### config.mk
export PLATFORM = sky130hd
export DESIGN_NAME = cpu_state_sequencer
export DESIGN_NICKNAME = d
export VERILOG_FILES = /design/src/rtl/cpu_state_sequencer.sv
export SDC_FILE = /design/constraint.sdc
export NUM_CORES = 1
export LEC_CHECK = 0
export BUFFER_PORTS_ARGS = -buffer_cell sky130_fd_sc_hd__buf_2
export CORE_UTILIZATION = 43
export CTS_CLUSTER_SIZE = 8
export DETAILED_ROUTE_END_ITERATION = 8
export HOLD_SLACK_MARGIN = 0.1
export PLACE_DENSITY = 0.68
export SLEW_MARGIN = 20
export SYNTH_ARGS = -nofsm -noshare
export SYNTH_HDL_FRONTEND = slang
export SYNTH_SLANG_ARGS = --single-unit
### constraint.sdc
create_clock -name clk -period 1.99 [get_ports clk]
set_input_delay 0.199 -clock clk [delete_from_list [all_inputs] [get_ports clk]]
set_output_delay 0.199 -clock clk [all_outputs]
set_load 0.1 [all_outputs]
### src/rtl/cpu_state_sequencer.sv
// rtl/cpu_state_sequencer.sv - one-hot instruction-cycle sequencer with fetch/load stalls, retire count and sticky timeout fault
module cpu_state_sequencer #(
  parameter int unsigned TIMEOUT_CYCLES = 255,
  parameter int unsigned COUNT_WIDTH    = 32
) (
  input  logic                   clk,
  input  logic                   reset,
  input  logic                   run,
  input  logic                   instrValid,
  input  logic                   load,
  input  logic                   memReadValid,
  output logic                   fetch_RequestState,
  output logic                   fetch_ReceiveState,
  output logic                   decodeState,
  output logic                   setupState,
  output logic                   executeState,
  output logic                   memReadState,
  output logic                   writebackState,
  output logic                   idle,
  output logic                   fault,
  output logic [COUNT_WIDTH-1:0] instrRetired
);

  localparam logic [3:0] S_IDLE       = 4'd0;
  localparam logic [3:0] S_FETCH_REQ  = 4'd1;
  localparam logic [3:0] S_FETCH_RECV = 4'd2;
  localparam logic [3:0] S_DECODE     = 4'd3;
  localparam logic [3:0] S_SETUP      = 4'd4;
  localparam logic [3:0] S_EXECUTE    = 4'd5;
  localparam logic [3:0] S_MEM_READ   = 4'd6;
  localparam logic [3:0] S_WRITEBACK  = 4'd7;
  localparam logic [3:0] S_FAULT      = 4'd8;

  localparam logic [15:0] LP_WAIT_LAST = 16'((TIMEOUT_CYCLES == 0) ? 0 : TIMEOUT_CYCLES - 1);
  localparam logic        LP_TIMEOUT_EN = (TIMEOUT_CYCLES != 0);

  logic [3:0]             r_state;
  logic [15:0]            r_wait;
  logic                   r_fetch_req;
  logic                   r_fetch_recv;
  logic                   r_decode;
  logic                   r_setup;
  logic                   r_execute;
  logic                   r_mem_read;
  logic                   r_writeback;
  logic                   r_idle;
  logic                   r_fault;
  logic [COUNT_WIDTH-1:0] r_retired;

  logic [3:0]  w_next_state;
  logic [15:0] w_next_wait;
  logic [15:0] w_wait_inc;
  logic        w_timeout;

  // Counter saturates so a disabled timeout can wait forever without wrapping.
  assign w_wait_inc = (r_wait == 16'hFFFF) ? r_wait : r_wait + 16'd1;
  assign w_timeout  = LP_TIMEOUT_EN && (r_wait == LP_WAIT_LAST);

  always_comb begin
    w_next_state = r_state;
    w_next_wait  = r_wait;
    case (r_state)
      S_IDLE: begin
        if (run) w_next_state = S_FETCH_REQ;
      end
      S_FETCH_REQ: begin
        w_next_state = S_FETCH_RECV;
        w_next_wait  = 16'd0;
      end
      S_FETCH_RECV: begin
        if (instrValid)     w_next_state = S_DECODE;
        else if (w_timeout) w_next_state = S_FAULT;
        else                w_next_wait  = w_wait_inc;
      end
      S_DECODE:  w_next_state = S_SETUP;
      S_SETUP:   w_next_state = S_EXECUTE;
      S_EXECUTE: begin
        if (load) begin
          w_next_state = S_MEM_READ;
          w_next_wait  = 16'd0;
        end else begin
          w_next_state = S_WRITEBACK;
        end
      end
      S_MEM_READ: begin
        if (memReadValid)   w_next_state = S_WRITEBACK;
        else if (w_timeout) w_next_state = S_FAULT;
        else                w_next_wait  = w_wait_inc;
      end
      S_WRITEBACK: w_next_state = run ? S_FETCH_REQ : S_IDLE;
      S_FAULT:     w_next_state = S_FAULT;
      default:     w_next_state = S_FAULT;
    endcase
  end

  // Flags are decoded from the next state so they are true registers aligned with r_state.
  always_ff @(posedge clk) begin
    if (reset) begin
      r_state      <= S_IDLE;
      r_wait       <= 16'd0;
      r_fetch_req  <= 1'b0;
      r_fetch_recv <= 1'b0;
      r_decode     <= 1'b0;
      r_setup      <= 1'b0;
      r_execute    <= 1'b0;
      r_mem_read   <= 1'b0;
      r_writeback  <= 1'b0;
      r_idle       <= 1'b1;
      r_fault      <= 1'b0;
      r_retired    <= '0;
    end else begin
      r_state      <= w_next_state;
      r_wait       <= w_next_wait;
      r_fetch_req  <= (w_next_state == S_FETCH_REQ);
      r_fetch_recv <= (w_next_state == S_FETCH_RECV);
      r_decode     <= (w_next_state == S_DECODE);
      r_setup      <= (w_next_state == S_SETUP);
      r_execute    <= (w_next_state == S_EXECUTE);
      r_mem_read   <= (w_next_state == S_MEM_READ);
      r_writeback  <= (w_next_state == S_WRITEBACK);
      r_idle       <= (w_next_state == S_IDLE);
      r_fault      <= (w_next_state == S_FAULT);
      if (r_state == S_WRITEBACK) r_retired <= r_retired + COUNT_WIDTH'(1);
    end
  end

  assign fetch_RequestState = r_fetch_req;
  assign fetch_ReceiveState = r_fetch_recv;
  assign decodeState        = r_decode;
  assign setupState         = r_setup;
  assign executeState       = r_execute;
  assign memReadState       = r_mem_read;
  assign writebackState     = r_writeback;
  assign idle               = r_idle;
  assign fault              = r_fault;
  assign instrRetired       = r_retired;

endmodule

==> impl_metrics.tcl, run 1 <==
set metrics [dict create \
    synth.distinct_cells 44 \
    synth_top_family_by_area "simple AND/OR/NAND/NOR gates" \
    outcome "complete, but fails checks" \
    core-area_sq_mm 0.00642 \
    arrival_ns 2.29 \
    syn_inst 333 \
    area_delta_synth_final_pct 28.2 \
    synth.area.top_cells "dfxtp_1 (42%), xor2_1 (7.6%), nor2_1 (5.9%), or4_1 (4.2%), nand3_1 (3.8%)" \
    grt_util_all_layers 0.200 \
    end_kind "flop" \
    n_antenna_cell 0 \
    io_buffers 46 \
    p_leak_nw 1.53 \
    grt_pass1_wl_um 11200 \
    pwr-share-comb 0.100 \
    muxShareOfSynthArea 0.00824 \
    slowest_stage "or4_1" \
    fmax_mhz 495 \
    power_density_mw_per_mm2 769 \
    synthFlopType "dfxtp_1" \
    wl_per_cell_um 14.0 \
    syn_nets 342 \
    grt_max_degree 26 \
    rows 29 \
    synth_fa_ha_area_frac 0.0130 \
    switching_power_mw 0.685 \
    io_pins 47 \
    p_seq_frac 0.435 \
    fp.dieW_um 83.9 \
    synth_top_area_frac 0.423 \
    p_int_mw 2.16 \
    die-area_sq_mm 0.00704 \
    ir_drop_mv 0.372 \
    path_clk_slew_ns 0.07 \
    crit-reg2reg-launch "r_wait[0]" \
    setup_violations 2 \
    fin_crit_sh 1.02 \
    grt_antenna_before_repair 0 \
    final_nets 406 \
    cts_max_level 3 \
    required_ns 2.25 \
    clkLatencyLatePin_ns 0.34 \
    yosys.area.top_type "dfxtp_1" \
    dp_hpwl_um 4480 \
    vias 2629 \
    synth_edf_count 0 \
    synth_common_cells "dfxtp_1 (61), nor2_1 (45), xor2_1 (25), nand3_1 (22), a21oi_1 (21)" \
    postRouteAntennaNets 0 \
    cp_max_fo 17 \
    start_util 0.449 \
    syn_avg_cell_area_sq_um 8.66 \
    grt_pass1_vias 2473 \
    rsz0062_at_grt "yes" \
    yosysMostFrequentCell "dfxtp_1" \
    hold_path_startpoint "reset" \
    start_kind "flop" \
    period_needed_ns 2.02 \
    drtPass1Iterations 7 \
    cts_buffer_depth 2 \
    routed_wl_um 6680 \
    synth-xor-area-share 0.0850 \
    finalHoldViolCount 0 \
    maxCapViolCount 0 \
    drt_iter0_drc 112 \
    gp_congestion 0.805 \
    whs_ns 0.266 \
    ys_warn_count 0 \
    grt_overflow 0 \
    numCtsBuffers 9 \
    die_y_um 83.9 \
    relSlewSlack 0.670 \
    violations "DRC, setup timing" \
    max_stage_delay_ns 0.49 \
    synth_compound_gate_area_share 0.117 \
    switching_share 0.241 \
    fin_ws_ns -0.0315 \
    root_buffer "clkbuf_8" \
    nFillCells 571 \
    async_flop_share 0 \
    synthSimpleGateAreaFrac 0.317 \
    min-delay-path-class "in -> reg" \
    clkPwrFrac 0.465 \
    viasPerCell 5.49 \
    hold_buffers 0 \
    worstMarginPinSlew_ns 0.498 \
    worstSetupPathType "reg -> reg" \
    drv_slew 0 \
    final_util 0.576 \
    drt_drc_violations_left 7 \
    clock-sinks 61 \
    cts_tree "done" \
    synth_seq_cells 61 \
    crit_chain "inv_2 > ha_2 > and4b_1 > and4_4 > o31a_1 > buf_12 > or4_1 > a21oi_2" \
    ys_seq_area_frac 0.423 \
    layout-drive-gt1-share 0.331 \
    crit_start "r_wait[0]" \
    fin_skew_ns 0.0117 \
    synthesis.area_sq_mm 0.00288 \
]
==> state kept, by name, summed over array words and instances (netlist names) <==
register	flops
decodeState	1
instrRetired	32
setupState	1
executeState	1
r_wait	16
fetch_RequestState	1
r_state	4
fetch_ReceiveState	1
memReadState	1
idle	1
writebackState	1
fault	1
==> layout by cell type (no fill, tap or decap), drive strengths merged, types with 2 or more instances in the layout <==
cell type  Yosys  routed
nor3b          3       3
nand2b         4       4
o21ai          5       5
or3            4       4
inv            6       6
nand2         19      19
xnor2          3       3
a21o           3       3
o21bai         2       2
mux2i          2       2
buf            9      68
nor4           3       3
dfxtp         61      61
and2           2       2
nand4         15      15
xor2          25      25
nor2          45      45
o31ai         13      13
nor2b          2       2
or2            3       3
nand3         22      22
and3           8       8
or4           16      16
nor3           7       7
ha             3       3
a21oi         21      21
bufinv         0       3
clkinv         0       2
and4           8       8
clkbuf         7      10
o211ai         4       4
==> layout make-up <==
cell class                      count  area, sq um  share of cell area
Inverter                            6         22.5             0.00609
Clock inverter                      6          111              0.0301
Tap cell                           77         96.3              0.0260
Timing Repair Buffer               69          453               0.122
Clock buffer                       10          128              0.0345
Sequential cell                    61         1270               0.343
Multi-Input combinational cell    250         1620               0.438
==> metrics by stage <==
stage          setup TNS, ns  std cells  area (sq um)  worst slack [ns]  power, mW
2_1_floorplan         -0.840        333          2950            -0.120       1.46
3_3_place_gp               0        462          3380            0.0122       1.51
3_5_place_dp         -0.0970        462          3380           -0.0393       1.52
4_1_cts                    0        479          3660           0.00914       2.87
5_1_grt               -0.322        479          3700           -0.0844       2.96
6_report             -0.0344        479          3700           -0.0315       2.85
==> power by group through the flow <==
stage               registers [mW]  logic [mW]  clock network (mW)
floorplan                     1.33       0.128                   0
global placement              1.27       0.246                   0
detailed placement            1.27       0.251                   0
CTS                           1.24       0.281                1.35
global route                  1.24       0.304                1.41
finish                        1.24       0.285                1.32
==> per-layer routing <==
| metal | GRT usage | vias up | routed length [um] |
|---|---|---|---|
| met3 | 0.0445 | 10 | 301 |
| met5 | 0 | - | 0 |
| met4 | 0.0940 | 0 | 106 |
| li1 | - | 1341 | - |
| met2 | 0.321 | 64 | 3100 |
| met1 | 0.255 | 1214 | 3170 |
==> path summary, 6_finish.rpt <==
check / depth (start not counted) / end / slack [ns]
worst max-delay path: 8 / r_wait[0] / -0.03
worst min-delay path: 2 / instrRetired[9] / 0.27
worst max register to register: 8 / r_wait[0] / -0.03
worst min register to register: 2 / instrRetired[31] / 0.48
==> worst max-delay path: cells and delay by family (launching register included) <==
family	cells	cell delay [ns]
adder cells (fa/ha/maj)	1	0.16
AO/OA/AOI/OAI	2	0.43
flip-flops	1	0.33
buffers and inverters	2	0.19
AND/OR/NAND/NOR	3	0.85
==> kinds of logic after synthesis <==
logic type	Yosys count
simple gates	164
mux	2
xor+xnor	28
flops	61
buf+inv	22
compound gates	53
fa+ha+maj	3
==> repair_timing <==
action,in CTS,in global routing
buffers inserted,0,0
pin swaps,1,0
resized for setup,2,9
cloned,1,0
endpoints found under the setup margin,6,10
No activity file was read; power rests on OpenSTA's default activity.
==> inputs of run 2 (changes only) <==
--- a/config.mk
+++ b/config.mk
@@ -11,6 +11,7 @@
 export DETAILED_ROUTE_END_ITERATION = 8
 export HOLD_SLACK_MARGIN = 0.1
 export PLACE_DENSITY = 0.68
+export RECOVER_POWER = 25
 export SLEW_MARGIN = 20
 export SYNTH_ARGS = -nofsm -noshare
 export SYNTH_HDL_FRONTEND = slang
==> run 2 against run 1 <==
  * The flow still finishes with violations (DRC, setup timing)
  * Total power fell by 0.12%
  * Worst hold slack improved by 0.00063 ns
  * Register-to-register slack barely moved
  * Critical path depth did not move
  * Setup slack improved by 0.00072 ns
  * Largest power group unchanged
  * Die area did not move
  * Routed wire length barely moved
  * Highest routed layer unchanged
  * Clock power barely moved
  * Sequential share of layout area rose by 0.13 points
  * Non-clock buffer count did not move
  * Critical path type unchanged
  * Clock-buffer cell count did not move
==> impl_metrics.tcl, run 2 (synthesis results as in run 1) <==
set metrics [dict create \
    outcome "complete, but fails checks" \
    violations "DRC, setup timing" \
    clkLatencyLatePin_ns 0.34 \
    cts_max_level 3 \
    die-area_sq_mm 0.00704 \
    drtPass1Iterations 8 \
    routed_wl_um 6680 \
    crit_path_end "r_wait[0]" \
    area_delta_synth_final_pct 27.8 \
    grt_antenna_before_repair 0 \
    multiInputGateArea_sq_mm 0.00162 \
    fin_crit_sh 1.02 \
    viasPerCell 5.46 \
    wl_per_cell_um 13.9 \
    start_kind "flop" \
    final_nets 406 \
    crit_start "r_wait[0]" \
    ir_drop_mv 0.372 \
    grt_overflow 0 \
    period_needed_ns 2.02 \
    cts_tree "done" \
    required_ns 2.25 \
    nFillCells 579 \
    worstSetupPathType "reg -> reg" \
    finalHoldViolCount 0 \
    crit-reg2reg-launch "r_wait[0]" \
    drv_slew 0 \
    die_y_um 83.9 \
    root_buffer "clkbuf_8" \
    postRouteAntennaNets 0 \
    start_util 0.449 \
    dp_hpwl_um 4480 \
    n_antenna_cell 0 \
    rsz0062_at_grt "yes" \
    drt_iter0_drc 109 \
    fmax_mhz 495 \
    clock-sinks 61 \
    maxCapViolCount 0 \
    worstMarginPinSlew_ns 1.17 \
    io_pins 47 \
    path_clk_slew_ns 0.07 \
    min-delay-path-class "in -> reg" \
    io_buffers 46 \
    grt_pass1_wl_um 11200 \
    final_util 0.574 \
    core-area_sq_mm 0.00642 \
    numCtsBuffers 9 \
    cts_buffer_depth 2 \
    arrival_ns 2.29 \
    vias 2613 \
    final_common_cell "nor2_1" \
    grt_max_degree 26 \
    end_kind "flop" \
    setup_violations 2 \
    fin_ws_ns -0.0308 \
    gp_congestion 0.805 \
    ff2ff_path_depth 8 \
    final_cell_mix "nor2_1 (45), dfxtp_1 (35), xor2_1 (25)" \
    grt_pass1_vias 2473 \
    cp_max_fo 17 \
    fp.dieW_um 83.9 \
    grt_util_all_layers 0.200 \
    post_cts_buffers 0 \
    fin_skew_ns 0.0118 \
    p_leak_nw 1.48 \
    finalSetupTns_ns -0.0329 \
    power_density_mw_per_mm2 771 \
    rrSetupSlack_ns -0.03 \
    relSlewSlack 0.223 \
    rows 29 \
    rr_endpoint "r_wait[0]" \
    drt_drc_violations_left 5 \
    layout-drive-gt1-share 0.303 \
    regArea_sq_mm 0.00127 \
    largest_register_ffs 32 \
]
==> run 2: cell types whose count changed in the layout (fill, tap and decap cells not counted) <==
| cell | change |
|---|---|
| buf_1 | +1 |
| clkbuf_2 | +11 |
| buf_2 | -22 |
| clkbuf_1 | +10 |
==> run 2: report_power, final <==
group	leakage (nW)	switching, mW	total [mW]	internal, mW
Sequential	0.508	0.0107	1.24	1.23
Clock	0.116	0.491	1.32	0.832
Combinational	0.851	0.183	0.282	0.0987
==> run 2: cell type report <==
| class | count | area share |
|---|---|---|
| clock buffer | 10 | 0.0346 |
| tap | 77 | 0.0261 |
| clock inverter | 6 | 0.0302 |
| inverter | 6 | 0.00611 |
| timing repair buffer | 69 | 0.119 |
| multi-input combinational | 250 | 0.439 |
| sequential | 61 | 0.344 |
==> run 2: repair_timing <==
action,4_1_cts,5_1_grt
pin swaps,1,0
endpoints found under the setup margin,6,10
hold buffers,0,0
gates cloned,1,0
resized for setup,2,9
==> run 2: how the worst min path moves through the flow <==
| stage | startpoint | endpoint | slack, ns | cells past startpoint |
|---|---|---|---|---|
| 2_1_floorplan | r_wait[15] | r_wait[15] | 0.47 | 2 |
| 3_5_place_dp | instrRetired[31] | instrRetired[31] | 0.48 | 2 |
| 3_3_place_gp | instrRetired[31] | instrRetired[31] | 0.46 | 2 |
| 5_1_grt | reset | instrRetired[9] | 0.27 | 2 |
| 4_1_cts | reset | instrRetired[4] | 0.25 | 2 |
| 6_report | reset | instrRetired[9] | 0.27 | 2 |
==> run 2: per-layer routing <==
layer  routed length (um)  global-route usage  up-vias
met5                    0                   0        -
met4                  103              0.0940        0
met3                  321              0.0445       10
met2                 3080               0.321       60
met1                 3180               0.255     1203
li1                     -                   -     1340
==> run 2: critical path: stages, from the launching register on <==
cell,delay (ns)
dfxtp_2,0.33
inv_2,0.03
ha_2,0.16
and4b_1,0.17
and4_4,0.19
o31a_1,0.29
buf_12,0.16
or4_1,0.49
a21oi_2,0.14
==> run 2: per-stage QoR <==
| step | instance area [sq um] | std cells | hold slack (ns) | power [mW] | setup WS [ns] |
|---|---|---|---|---|---|
| 2_1_floorplan | 2950 | 333 | 0.465 | 1.46 | -0.120 |
| 3_3_place_gp | 3380 | 462 | 0.462 | 1.51 | 0.0122 |
| 3_5_place_dp | 3380 | 462 | 0.481 | 1.52 | -0.0393 |
| 4_1_cts | 3660 | 479 | 0.252 | 2.87 | 0.00914 |
| 5_1_grt | 3680 | 479 | 0.273 | 2.96 | -0.0844 |
| 6_report | 3680 | 479 | 0.266 | 2.84 | -0.0308 |
==> inputs of run 3 (changes only) <==
==> constraint.sdc (replaced) <==
create_clock -name clk -period 1.99 [get_ports clk]
set_input_delay 0.398 -clock clk [delete_from_list [all_inputs] [get_ports clk]]
set_output_delay 0.398 -clock clk [all_outputs]
set_load 0.1 [all_outputs]
==> run 3 against run 2 <==
  * The flow still finishes with violations (DRC, setup timing)
  * Clock skew shrank 0.0036 ns
  * First-iteration DRC count grew 2.8%
  * Worst hold slack gained 0.20 ns
  * Maximum frequency grew 0.51%
  * Core utilization grew 0.14 points
  * Largest cell class unchanged
  * Setup slack gained 0.010 ns
  * Routed wire length shrank 1.3%
  * Global-route usage shrank 0.32 points
  * Highest routed layer unchanged
  * Die area is the same
==> impl_metrics.tcl, run 3 (synthesis results as in run 1) <==
set metrics [dict create \
    min-delay-path-class "in -> reg" \
    total_power_mw 2.60 \
    ir_drop_mv 0.453 \
    drt_drc_violations_left 5 \
    grt_overflow 0 \
    arrival_ns 2.29 \
    path_clk_slew_ns 0.07 \
    layout-drive-gt1-share 0.350 \
    largest_register_ffs 32 \
    slowest_stage "or4_1" \
    fmax_mhz 497 \
    worstMarginPinSlew_ns 0.545 \
    dp_hpwl_um 4460 \
    n_antenna_cell 0 \
    path_buf_inv 2 \
    hold_buffers 0 \
    setup_violations 5 \
    start_kind "flop" \
    grt_pass1_wl_um 11100 \
    numCtsBuffers 9 \
    max_stage_delay_ns 0.48 \
    io_buffers 46 \
    crit_family "simple AND/OR/NAND/NOR gates" \
    final_nets 412 \
    cts_tree "done" \
    die-area_sq_mm 0.00704 \
    rsz0062_at_grt "yes" \
    final_util 0.575 \
    fin_skew_ns 0.00822 \
    final_common_cell "nor2_1" \
    viasPerCell 5.42 \
    postRouteAntennaNets 0 \
    routed_wl_um 6600 \
    violations "DRC, setup timing" \
    dpl_cell_area_sq_mm 0.00340 \
    core-area_sq_mm 0.00642 \
    drv_slew 0 \
    fp.dieW_um 83.9 \
    end_kind "flop" \
    grt_max_degree 26 \
    area_delta_synth_final_pct 28.1 \
    io_pins 47 \
    fin_ws_ns -0.0205 \
    root_buffer "clkbuf_8" \
    die_y_um 83.9 \
    start_util 0.449 \
    final_cell_mix "nor2_1 (45), dfxtp_1 (35), buf_2 (30)" \
    grt_antenna_before_repair 0 \
    grt_pass1_vias 2443 \
    p_leak_nw 1.51 \
    vias 2630 \
    nFillCells 592 \
    maxCapViolCount 0 \
    finalHoldViolCount 0 \
    rows 29 \
    cts_max_level 3 \
    worstSetupPathType "reg -> reg" \
    gp_congestion 0.802 \
    period_needed_ns 2.01 \
    drt_iter0_drc 112 \
    fin_area_sq_mm 0.00369 \
    whs_ns 0.469 \
    crit_chain "inv_2 > ha_4 > and4b_1 > and4_4 > o31a_1 > buf_6 > or4_1 > a21oi_2" \
    required_ns 2.27 \
    relSlewSlack 0.638 \
    clock-sinks 61 \
    clkLatencyLatePin_ns 0.34 \
    cp_max_fo 10 \
    outcome "complete, but fails checks" \
    grt_util_all_layers 0.197 \
    drtPass1Iterations 8 \
    wl_per_cell_um 13.6 \
    cts_buffer_depth 2 \
    power_density_mw_per_mm2 704 \
    fin_crit_sh 1.01 \
]
run 3: cell type report:
type | instances | area, sq um | area share
flip-flops and latches | 61 | 1270 | 0.343
multi-input cells | 250 | 1650 | 0.447
clock buffers | 12 | 145 | 0.0393
clock inverters | 4 | 47.5 | 0.0129
inverters | 6 | 22.5 | 0.00610
repair buffers | 75 | 462 | 0.125
well taps | 77 | 96.3 | 0.0261
run 3: repair_timing:
action,4_1_cts,5_1_grt
hold endpoints to repair,0,0
buffers inserted,1,1
gates resized for setup,1,19
endpoints found under the setup margin,7,15
cloned,1,1
pin swaps,1,1
run 3: metrics by stage:
step	setup TNS [ns]	worst slack [ns]	instances
floorplan	-0.840	-0.120	333
global placement	0	0.00897	466
detailed placement	-0.0784	-0.0500	466
CTS	0	0.00721	484
global route	-0.803	-0.0902	485
finish	-0.0658	-0.0205	485
run 3: routing by layer:
layer,wire [um],GRT usage,part of all wire
met2,3000,0.317,0.45
met4,138,0.0878,0.021
met5,0,0,0
met1,3180,0.242,0.48
met3,283,0.0603,0.043
run 3: report_power, final:
part           leakage [nW]  total (mW)  switching, mW  internal (mW)
combinational         0.903       0.277          0.186         0.0906
sequential            0.508        1.24         0.0112           1.23
clock                0.0964        1.08          0.474          0.609
run 3: tightest hold or removal path, delay by kind of cell:
family	cells	cell delay [ns]
compound gates	2	0.17
buf+inv	1	0.14
simple gates	1	0.05
run 3: path summary, 6_finish.rpt:
check | end | slack, ns | cells after the start | startpoint
setup reg to reg | r_wait[4] | -0.02 | 8 | r_wait[0]
hold / removal | r_wait[11] | 0.47 | 4 | reset
hold reg to reg | instrRetired[31] | 0.50 | 2 | instrRetired[31]
setup / recovery | r_wait[4] | -0.02 | 8 | r_wait[0]
